File: src/rtl/sdad_framer_pkg.sv
// Shared types and helpers for the sigma-delta UART framer.
// Optional feature macro: SDAD_FRAMER_CHECKSUM_EN (see sdad_uart_framer).
package sdad_framer_pkg;

   // Framer FSM states
   typedef enum logic [2:0] {
      ST_IDLE,
      ST_POP,
      ST_REQ,
      ST_ACK,
      ST_DRAIN
   } state_e;

   // Default frame header word
   localparam logic [7:0] C_SYNC_WORD_DEFAULT = 8'hA5;

   // Number of UART words needed to carry one sample
   function automatic int unsigned f_num_words(input int unsigned sample_w,
                                               input int unsigned uart_w);
      return (sample_w + uart_w - 1) / uart_w;
   endfunction

endpackage

File: src/rtl/sdad_sync_fifo.sv
// Synchronous first-word-fall-through FIFO with full/empty/level.
// A write while full is accepted only when a read frees a slot in the same cycle.
module sdad_sync_fifo #(
   parameter int unsigned G_WIDTH = 16,
   parameter int unsigned G_DEPTH = 16
) (
   input  logic                       clk,
   input  logic                       rst_n,
   input  logic                       wr_en,
   input  logic [G_WIDTH-1:0]         wr_data,
   input  logic                       rd_en,
   output logic [G_WIDTH-1:0]         rd_data,
   output logic                       full,
   output logic                       empty,
   output logic [$clog2(G_DEPTH):0]   level
);

   localparam int unsigned AW = $clog2(G_DEPTH);

   logic [G_WIDTH-1:0] mem_q [G_DEPTH];
   logic [AW-1:0]      wr_ptr_q, wr_ptr_d;
   logic [AW-1:0]      rd_ptr_q, rd_ptr_d;
   logic [AW:0]        level_q, level_d;
   logic               wr_ok;
   logic               rd_ok;

   assign full    = (level_q == (AW+1)'(G_DEPTH));
   assign empty   = (level_q == '0);
   assign level   = level_q;
   assign rd_data = mem_q[rd_ptr_q];

   // Pointer and occupancy update
   always_comb begin
      rd_ok    = rd_en && !empty;
      wr_ok    = wr_en && (!full || rd_ok);
      wr_ptr_d = wr_ptr_q;
      rd_ptr_d = rd_ptr_q;
      level_d  = level_q;
      if (wr_ok) wr_ptr_d = wr_ptr_q + AW'(1);
      if (rd_ok) rd_ptr_d = rd_ptr_q + AW'(1);
      unique case ({wr_ok, rd_ok})
         2'b10:   level_d = level_q + (AW+1)'(1);
         2'b01:   level_d = level_q - (AW+1)'(1);
         default: level_d = level_q;
      endcase
   end

   // Control registers
   always_ff @(posedge clk or negedge rst_n) begin
      if (!rst_n) begin
         wr_ptr_q <= '0;
         rd_ptr_q <= '0;
         level_q  <= '0;
      end else begin
         wr_ptr_q <= wr_ptr_d;
         rd_ptr_q <= rd_ptr_d;
         level_q  <= level_d;
      end
   end

   // Storage array (contents are don't-care while empty)
   always_ff @(posedge clk) begin
      if (wr_ok) mem_q[wr_ptr_q] <= wr_data;
   end

endmodule

File: src/rtl/sdad_uart_framer.sv
// Packs decimator samples into UART frames: SYNC word, then sample bytes MSB first.
// Define SDAD_FRAMER_CHECKSUM_EN to append an XOR checksum of the sample bytes.
module sdad_uart_framer
   import sdad_framer_pkg::*;
#(
   parameter int unsigned C_SAMPLE_WIDTH    = 16,
   parameter int unsigned C_UART_DATA_WIDTH = 8,
   parameter int unsigned C_FIFO_DEPTH      = 16,
   parameter logic [C_UART_DATA_WIDTH-1:0] C_SYNC_WORD = C_UART_DATA_WIDTH'(C_SYNC_WORD_DEFAULT),
   parameter int unsigned C_ACK_TIMEOUT     = 1024
) (
   input  logic                              clk,
   input  logic                              rstb,
   input  logic                              enable,
   input  logic [C_SAMPLE_WIDTH-1:0]         sample,
   input  logic                              sampleValid,
   input  logic                              clr,
   output logic [C_UART_DATA_WIDTH-1:0]      txData,
   output logic                              txSend,
   input  logic                              txBusy,
   input  logic                              txErr,
   output logic [$clog2(C_FIFO_DEPTH):0]     fifoLevel,
   output logic                              overflow,
   output logic                              frameErr
);

   localparam int unsigned NB  = f_num_words(C_SAMPLE_WIDTH, C_UART_DATA_WIDTH);
   localparam int unsigned SRW = NB * C_UART_DATA_WIDTH;
`ifdef SDAD_FRAMER_CHECKSUM_EN
   localparam int unsigned NW  = NB + 1;
`else
   localparam int unsigned NW  = NB;
`endif
   localparam int unsigned CW  = $clog2(NW + 1);
   localparam int unsigned TW  = $clog2(C_ACK_TIMEOUT + 1);

   state_e                        state_q, state_d;
   logic [C_UART_DATA_WIDTH-1:0]  txData_q, txData_d;
   logic                          txSend_q, txSend_d;
   logic [SRW-1:0]                sreg_q, sreg_d;
   logic [CW-1:0]                 word_cnt_q, word_cnt_d;
   logic [TW-1:0]                 tmo_q, tmo_d;
   logic                          overflow_q, overflow_d;
   logic                          frameErr_q, frameErr_d;
`ifdef SDAD_FRAMER_CHECKSUM_EN
   logic [C_UART_DATA_WIDTH-1:0]  csum_q, csum_d;
`endif

   logic                          pop;
   logic                          drop;
   logic                          fifo_full;
   logic                          fifo_empty;
   logic [C_SAMPLE_WIDTH-1:0]     fifo_rd_data;
   logic [C_UART_DATA_WIDTH-1:0]  next_byte;

   sdad_sync_fifo #(
      .G_WIDTH (C_SAMPLE_WIDTH),
      .G_DEPTH (C_FIFO_DEPTH)
   ) u_fifo (
      .clk     (clk),
      .rst_n   (rstb),
      .wr_en   (sampleValid),
      .wr_data (sample),
      .rd_en   (pop),
      .rd_data (fifo_rd_data),
      .full    (fifo_full),
      .empty   (fifo_empty),
      .level   (fifoLevel)
   );

   assign txData   = txData_q;
   assign txSend   = txSend_q;
   assign overflow = overflow_q;
   assign frameErr = frameErr_q;
   assign next_byte = sreg_q[SRW-1 -: C_UART_DATA_WIDTH];

   // Next-state, handshake and sticky-flag logic
   always_comb begin
      state_d    = state_q;
      txData_d   = txData_q;
      txSend_d   = 1'b0;
      sreg_d     = sreg_q;
      word_cnt_d = word_cnt_q;
      tmo_d      = tmo_q;
      pop        = 1'b0;
`ifdef SDAD_FRAMER_CHECKSUM_EN
      csum_d     = csum_q;
`endif
      // Clear first so a same-cycle set below takes precedence
      overflow_d = clr ? 1'b0 : overflow_q;
      frameErr_d = clr ? 1'b0 : frameErr_q;

      unique case (state_q)
         ST_IDLE: begin
            if (enable && !fifo_empty && !txBusy) state_d = ST_POP;
         end
         ST_POP: begin
            pop        = 1'b1;
            sreg_d     = SRW'(fifo_rd_data);
            word_cnt_d = '0;
            tmo_d      = '0;
            txData_d   = C_SYNC_WORD;
`ifdef SDAD_FRAMER_CHECKSUM_EN
            csum_d     = '0;
`endif
            state_d    = ST_REQ;
         end
         ST_REQ: begin
            if (txErr || (!txBusy && tmo_q == TW'(C_ACK_TIMEOUT - 1))) begin
               // Abort: mark all words consumed so DRAIN returns to IDLE
               frameErr_d = 1'b1;
               word_cnt_d = CW'(NW);
               state_d    = ST_ACK;
            end else if (txBusy) begin
               state_d = ST_ACK;
            end else begin
               tmo_d    = tmo_q + TW'(1);
               txSend_d = 1'b1;
            end
         end
         ST_ACK: begin
            if (txErr) begin
               frameErr_d = 1'b1;
               word_cnt_d = CW'(NW);
            end
            if (!txBusy) state_d = ST_DRAIN;
         end
         ST_DRAIN: begin
            if (word_cnt_q < CW'(NB)) begin
               txData_d   = next_byte;
               sreg_d     = sreg_q << C_UART_DATA_WIDTH;
               word_cnt_d = word_cnt_q + CW'(1);
               tmo_d      = '0;
`ifdef SDAD_FRAMER_CHECKSUM_EN
               csum_d     = csum_q ^ next_byte;
`endif
               state_d    = ST_REQ;
`ifdef SDAD_FRAMER_CHECKSUM_EN
            end else if (word_cnt_q == CW'(NB)) begin
               txData_d   = csum_q;
               word_cnt_d = word_cnt_q + CW'(1);
               tmo_d      = '0;
               state_d    = ST_REQ;
`endif
            end else begin
               state_d = ST_IDLE;
            end
         end
         default: state_d = ST_IDLE;
      endcase

      drop = sampleValid && fifo_full && !pop;
      if (drop) overflow_d = 1'b1;
   end

   // State and datapath registers
   always_ff @(posedge clk or negedge rstb) begin
      if (!rstb) begin
         state_q    <= ST_IDLE;
         txData_q   <= '0;
         txSend_q   <= 1'b0;
         sreg_q     <= '0;
         word_cnt_q <= '0;
         tmo_q      <= '0;
         overflow_q <= 1'b0;
         frameErr_q <= 1'b0;
`ifdef SDAD_FRAMER_CHECKSUM_EN
         csum_q     <= '0;
`endif
      end else begin
         state_q    <= state_d;
         txData_q   <= txData_d;
         txSend_q   <= txSend_d;
         sreg_q     <= sreg_d;
         word_cnt_q <= word_cnt_d;
         tmo_q      <= tmo_d;
         overflow_q <= overflow_d;
         frameErr_q <= frameErr_d;
`ifdef SDAD_FRAMER_CHECKSUM_EN
         csum_q     <= csum_d;
`endif
      end
   end

endmodule

File: config.mk
export PLATFORM = sky130hd
export DESIGN_NAME = sdad_uart_framer
export DESIGN_NICKNAME = d
export VERILOG_FILES = /design/src/rtl/sdad_framer_pkg.sv /design/src/rtl/sdad_sync_fifo.sv /design/src/rtl/sdad_uart_framer.sv
export SDC_FILE = /design/constraint.sdc
export NUM_CORES = 1
export LEC_CHECK = 0
export CORE_ASPECT_RATIO = 1.4
export CORE_UTILIZATION = 61
export CTS_CLUSTER_DIAMETER = 40
export DETAILED_ROUTE_END_ITERATION = 16
export PLACE_DENSITY = 0.79
export SYNTH_ARGS = -nofsm -noshare
export SYNTH_HDL_FRONTEND = slang
export SYNTH_SLANG_ARGS = --single-unit
File: constraint.sdc
create_clock -name clk -period 2.7 [get_ports clk]
set_input_delay 0.405 -clock clk [delete_from_list [all_inputs] [get_ports clk]]
set_output_delay 0.405 -clock clk [all_outputs]
set_load 0.005 [all_outputs]
# Yosys cells after proc, flatten, opt, wreduce, memory -nomap -nowiden
# Memories as Yosys holds them, arrays and structs flattened.
# Index checks and enable logic that the tools add are counted.
word_totals:
  ff_bits: 56
  mem_count: 1
  output_inout_bits: 16
  mem_bits_rw: 256
  wordCells: 90
op_classes:
  muxes: 31
  reduce_logical: 24
  magnitude_cmp: 1
  addsub: 6
  n_eq_ne: 16
mem_list:
  columns: ["name", "depth", "width", "rd", "rd_clocked_by_memory_dff", "write_ports", "line", "rtl"]
  rows:
  - ["u_fifo.mem_q", 16, 16, 1, 0, 1, "sdad_sync_fifo.sv:20", "logic [G_WIDTH-1:0] mem_q [G_DEPTH];"]
ops:
  columns: ["operator", "n"]
  rows:
  - ["11-bit 2-to-1 mux", 3]
  - ["11-bit case mux with 3 select lines", 1]
  - ["16-bit case mux with 2 select lines", 1]
  - ["16-bit 2-to-1 mux", 1]
  - ["8-bit case mux with 2 select lines", 1]
  - ["3-bit case mux with 5 select lines", 1]
  - ["2-bit inequality test (second input constant)", 7]
  - ["3-bit 2-to-1 mux", 4]
  - ["11-bit by 1-bit adder with 11-bit output (second input constant)", 1]
  - ["11-bit by 10-bit == test with 1-bit output (second input constant)", 1]
  - ["1-bit 2-to-1 mux", 11]
  - ["5-bit case mux with 2 select lines", 1]
  - ["4-bit by 1-bit adder with 4-bit output (second input constant)", 2]
  - ["2-bit 2-to-1 mux", 4]
  - ["8-bit 2-to-1 mux", 1]
  - ["2-bit case mux with 4 select lines", 1]
  - ["4-bit AND reduction", 2]
  - ["1-bit logical AND", 7]
  - ["3-bit by 2-bit == test with 1-bit output (second input constant)", 2]
  - ["2-bit nonzero test", 3]
  - ["5-bit by 1-bit adder with 5-bit output (second input constant)", 1]
  - ["5-bit == test (second input constant)", 1]
  - ["5-bit logical NOT", 1]
  - ["5-bit by 1-bit subtractor with 5-bit output (second input constant)", 1]
  - ["15 further kinds", 19]

# Longest topological paths before layout
logic_depth:
  depth_word: 7
  depth_mapped: 10
  ltp_nobuf: 8

# Cells and area by module
# From an unflattened synthesis, not the netlist that was laid out.
hier_totals:
  hier_cells: 698
  hier_area_um2: 12552.0
by_module_without_submodules:
  columns: ["mod", "cells_per_inst", "seq_area_each_um2", "n_inst", "area_per_inst_um2"]
  rows:
  - ["sdad_sync_fifo", 500, 8012.7, 1, 10531.4]
  - ["sdad_uart_framer", 198, 1076.0, 1, 2020.7]

# Worst setup path after synthesis
# Ideal clock, no wire load.
synth_path:
  path_kind: "register to register"
  start: "reg state_q[2]"
  end: "mem u_fifo.mem_q[4][0], enable pin"
  arrival_time_ns: 2.070
  required_time_ns: 2.311
  setup_time_ns: 0.389
  path_slack_ns: 0.241
  path_stages_with_launch: 6
  cell_sequence: "dfrtp_1 buf_2 or3b_4 a31oi_4 nand3b_1 nor2_1"
synth_via:
  elab_chain_cells: 7
synth_rtl:
  columns: ["element", "line", "rtl"]
  rows:
  - ["start, declared", "sdad_uart_framer.sv:37", "state_e state_q, state_d;"]
  - ["start signal, assigned", "sdad_uart_framer.sv:171", "state_q <= state_d;"]
  - ["3-bit by 1-bit == test with 1-bit output", "sdad_uart_framer.sv:93", "unique case (state_q)"]
  - ["1-bit 2-to-1 mux", "sdad_uart_framer.sv:93", null]
  - ["1-bit logical AND", "sdad_sync_fifo.sv:34", "rd_ok = rd_en && !empty;"]
  - ["1-bit logical OR", "sdad_sync_fifo.sv:35", "wr_ok = wr_en && (!full || rd_ok);"]
  - ["1-bit logical AND", "sdad_sync_fifo.sv:35", null]
  - ["1-bit 2-to-1 mux", "sdad_sync_fifo.sv:63", "if (wr_ok) mem_q[wr_ptr_q] <= wr_data;"]
  - ["1-bit 2-to-1 mux (implied by the code)", "sdad_sync_fifo.sv:63", null]
  - ["end, declared", "sdad_sync_fifo.sv:20", null]
# Every way passes these cells.

# Final worst setup path
layout_path:
  start: "reg state_q[1]"
  end: "mem u_fifo.mem_q[1][5], enable pin"
# The elaborated chain is that of the path after synthesis.

==> summary.md <==
| Metric | Value |
|---|---|
| Fmax | 427 MHz |
| Total CTS buffers | 30 |
| Slew Limit Fails | 0 |
| Simple-gate share of the synthesized area | 5.47% |
| CP Launch Point | state_q[1] |
| DRC violations left | 0 |
| Postcts setup bufs | 0 |
| DP Cell Count | 985 |
| Global-route wire length before repair | 40.9 mm |
| Critical R2R Launch | state_q[1] |
| Main combinational cell family by area after synthesis | multiplexers |
| Status | completed |
| CP Class | flip-flop to flip-flop |
| CTS tree | yes |
| Final core utilization | 72.8% |
| Placed wire-length estimate | 17.5 mm |
| Top cell type's share of synthesized area | 61.2% |
| Finished Layout Cells | 1042 |
| Mapped Area | 12600 um2 |
| Largest net degree at the start of global routing | 43 |
| Number of synthesized flops with an enable pin | 256 |
| Number of synthesized register bits | 312 |
| Share of cells above drive strength 1 | 21.8% |
| IO Pins | 39 |
| Clock net sink count | 312 |
| Register area | 9090 um2 |
| Initial antenna violation count | 1 |
| CP Cell Sequence | or3b_4 > a31oi_4 > nor3b_2 > and2_1 > buf_12 |
| Hold Path Class | primary input to asynchronous set/reset pin |
| Top cell family by delay on the critical path | simple AND/OR/NAND/NOR gates |
| CP Max Fanout | 13 |
| Leak | 4.99 nW |
| Initial DRC count | 490 |
| GP Congestion | 0.821 |
| Seq/Total Area, Yosys | 72.3% |
| Vias in the first global route | 7100 |
| WL final | 26.5 mm |
| Area of the multi-input gates | 3260 um2 |
| Worst Reg2Reg Path Length in Cells | 5 |
| H-tree depth | 1 |
| Worst relative slew slack | 42.9% |
| Drt pass-1 iters | 5 |
| Worst vdd ir | 0.614 mV |
| Slew @ Worst Pin | 0.850 ns |
| Largest stage delay, worst path | 0.44 ns |
| Worst Path Arrival | 2.59 ns |
| Largest area contributor in the netlist | edfxtp_1 |
| Setup crit start kind | flip-flop |
| Critical Path RT | 2.95 ns |
| Area grow syn2layout | 15.9% |
| YS warnings | 0 |
| Adder-Cell Fraction of Synth Area | 0.697% |
| Synth Flop Type | edfxtp_1 |
| Clk_lat worst skew | 0.55 ns |
| Initial core utilization | 62.8% |
| Mapped Avg Cell Area | 18.3 um2 |
| Die Span Y | 172 um |
| Worst setup slack after layout | 0.356 ns |
| Die area | 21200 um2 |
| CP Capture Type | flip-flop |
| Clock Tree Buf Depth | 3 |
| Top post-synthesis cells by area | edfxtp_1 (61%), mux4_2 (11%), dfrtp_1 (11%) |
| Distinct cells, synth | 57 |
| Port Buffers | 38 |
| Die W | 123 um |
| Setup Skew | 0.0174 ns |
| Final hold vios | 0 |
| Rows | 61 |
| Crit path depth | 5 |
| Proportion of synthesized area in mux cells | 13.1% |
| Compound-cell area share of the yosys netlist | 5.99% |
| Vias/cell | 6.48 |
| Post-synthesis xor/xnor area fraction | 0.627% |
| CTS hold repair buffers | 1 |
| Minimum clock period | 2.34 ns |
| Filler instances | 1163 |
| Wirelength per Cell | 25.5 um |
| Reg2Reg Capture Point | u_fifo.mem_q[1][5] |
| Final Cycle Share | 86.8% |
| Max_cap viols | 0 |
| Via count | 6756 |
| CORE AREA | 20000 um2 |
| Total power | 14.7 mW |
| Clock root cell | clkbuf_16 |
| Power per standard cell area | 1010 nW/um2 |
| Syn nets | 717 |
| Cts repair resizes | 0 |
| Crit path buf inv count | 1 |
| Layout Nets | 796 |
| R2r setup slk | 0.36 ns |
| Async SR Flop Fraction | 17.9% |
| CTS clk-pin slew, worst paths | 0.06 ns |
| Worst path slowest cell | or3b_4 |
| Setup violators final | 0 |
| DP Worst Slack | -0.0201 ns |
| Overflow after GRT | 0 |
| Critical path endpoint | u_fifo.mem_q[1][5] |
| RSZ-0062 raised after global routing | false |
| Gr usage total | 26.7% |
| Post-Synthesis Cells | 687 |
| Post-route ant nets | 0 |
| Hold slack | 0.307 ns |
[power breakdown]
group          internal (mW)  switching, mW
Clock                   2.55           1.71
Combinational           1.95           2.07
Sequential              5.92          0.507
Total                   10.4           4.29
[how the worst min path moves through the flow]
stage          start                 end  slack [ns]
6_report        rstb  u_fifo.rd_ptr_q[3]        0.31
5_1_grt         rstb  u_fifo.rd_ptr_q[0]        0.35
4_1_cts         rstb  u_fifo.rd_ptr_q[0]        0.31
3_5_place_dp    rstb            overflow        0.34
3_3_place_gp    rstb            overflow        0.34
2_1_floorplan   rstb            frameErr        0.11
[cell usage after synthesis (4+ instances only)]
library cell / n
buf_2: 12
and3_1: 4
a31oi_1: 4
o21a_1: 5
o21ai_0: 17
edfxtp_1: 256
nand3_1: 11
or3_1: 5
buf_1: 4
nor3_1: 9
o211ai_1: 17
a22o_1: 8
dfrtp_1: 56
xnor2_1: 8
a21oi_1: 14
a22oi_1: 24
and2_1: 14
buf_4: 4
ha_1: 7
nand4_1: 5
mux2i_1: 20
nor2_1: 9
inv_1: 17
nand2_1: 39
mux4_2: 63
clkbuf_1: 9
[kinds of logic after synthesis]
logic type	Yosys count
compound gates	105
xor+xnor	9
fa+ha+maj	7
buf+inv	49
flops	312
mux	85
simple gates	120
[per-stage QoR]
step / setup TNS, ns / cell area [um2]
detailed placement: -0.0201 / 13500
global placement: 0 / 13500
CTS: 0 / 14600
floorplan: 0 / 12600
finish: 0 / 14600
global route: 0 / 14600
[layout make-up]
type	count	area share [%]
tap	252	2.16
sequential	312	62.4
clock buffer	40	5.69
clock inverter	15	1.35
timing repair buffer	78	5.51
antenna	1	0.0172
multi-input combinational	326	22.4
inverter	18	0.464
[cells in the final DEF, fill, tap and decap left out, types with 4 or more instances in the layout]
cell             instances
a22oi_1                 24
o21ai_0                 16
ha_1                     7
a22o_1                   8
inv_1                   17
nor2_1                   5
clkbuf_1                 7
clkinv_2                 5
o21a_1                   5
buf_4                   29
a31oi_1                  4
nor3_1                   9
edfxtp_1               256
xnor2_1                  8
o211ai_1                17
clkdlybuf4s50_1         37
nand2_1                 39
nand3_1                 11
a21oi_1                 14
and2_1                  14
dfrtp_1                 54
bufinv_16                4
or3_1                    5
buf_12                  10
mux4_2                  63
mux2i_1                 20
nor2_2                   4
and3_1                   4
nand4_1                  5
clkbuf_16               31
[sequential cells by signal (all words and copies together) (netlist names)]
register and count:
u_fifo.mem_q 256, sreg_q 16, tmo_q 11, txData 8
u_fifo.level 5, u_fifo.rd_ptr_q 4, u_fifo.wr_ptr_q 4, state_q 3
word_cnt_q 2, frameErr 1, overflow 1, txSend 1
[metal layers]
| metal | vias to the layer above | track usage, % | share of wire, % |
|---|---|---|---|
| li1 | 2942 | - | - |
| met1 | 3528 | 33.4 | 38 |
| met2 | 222 | 46.3 | 53 |
| met3 | 64 | 4.31 | 5.3 |
| met4 | 0 | 10.8 | 3.8 |
| met5 | - | 0 | 0 |
(Power assumes the default switching activity.)
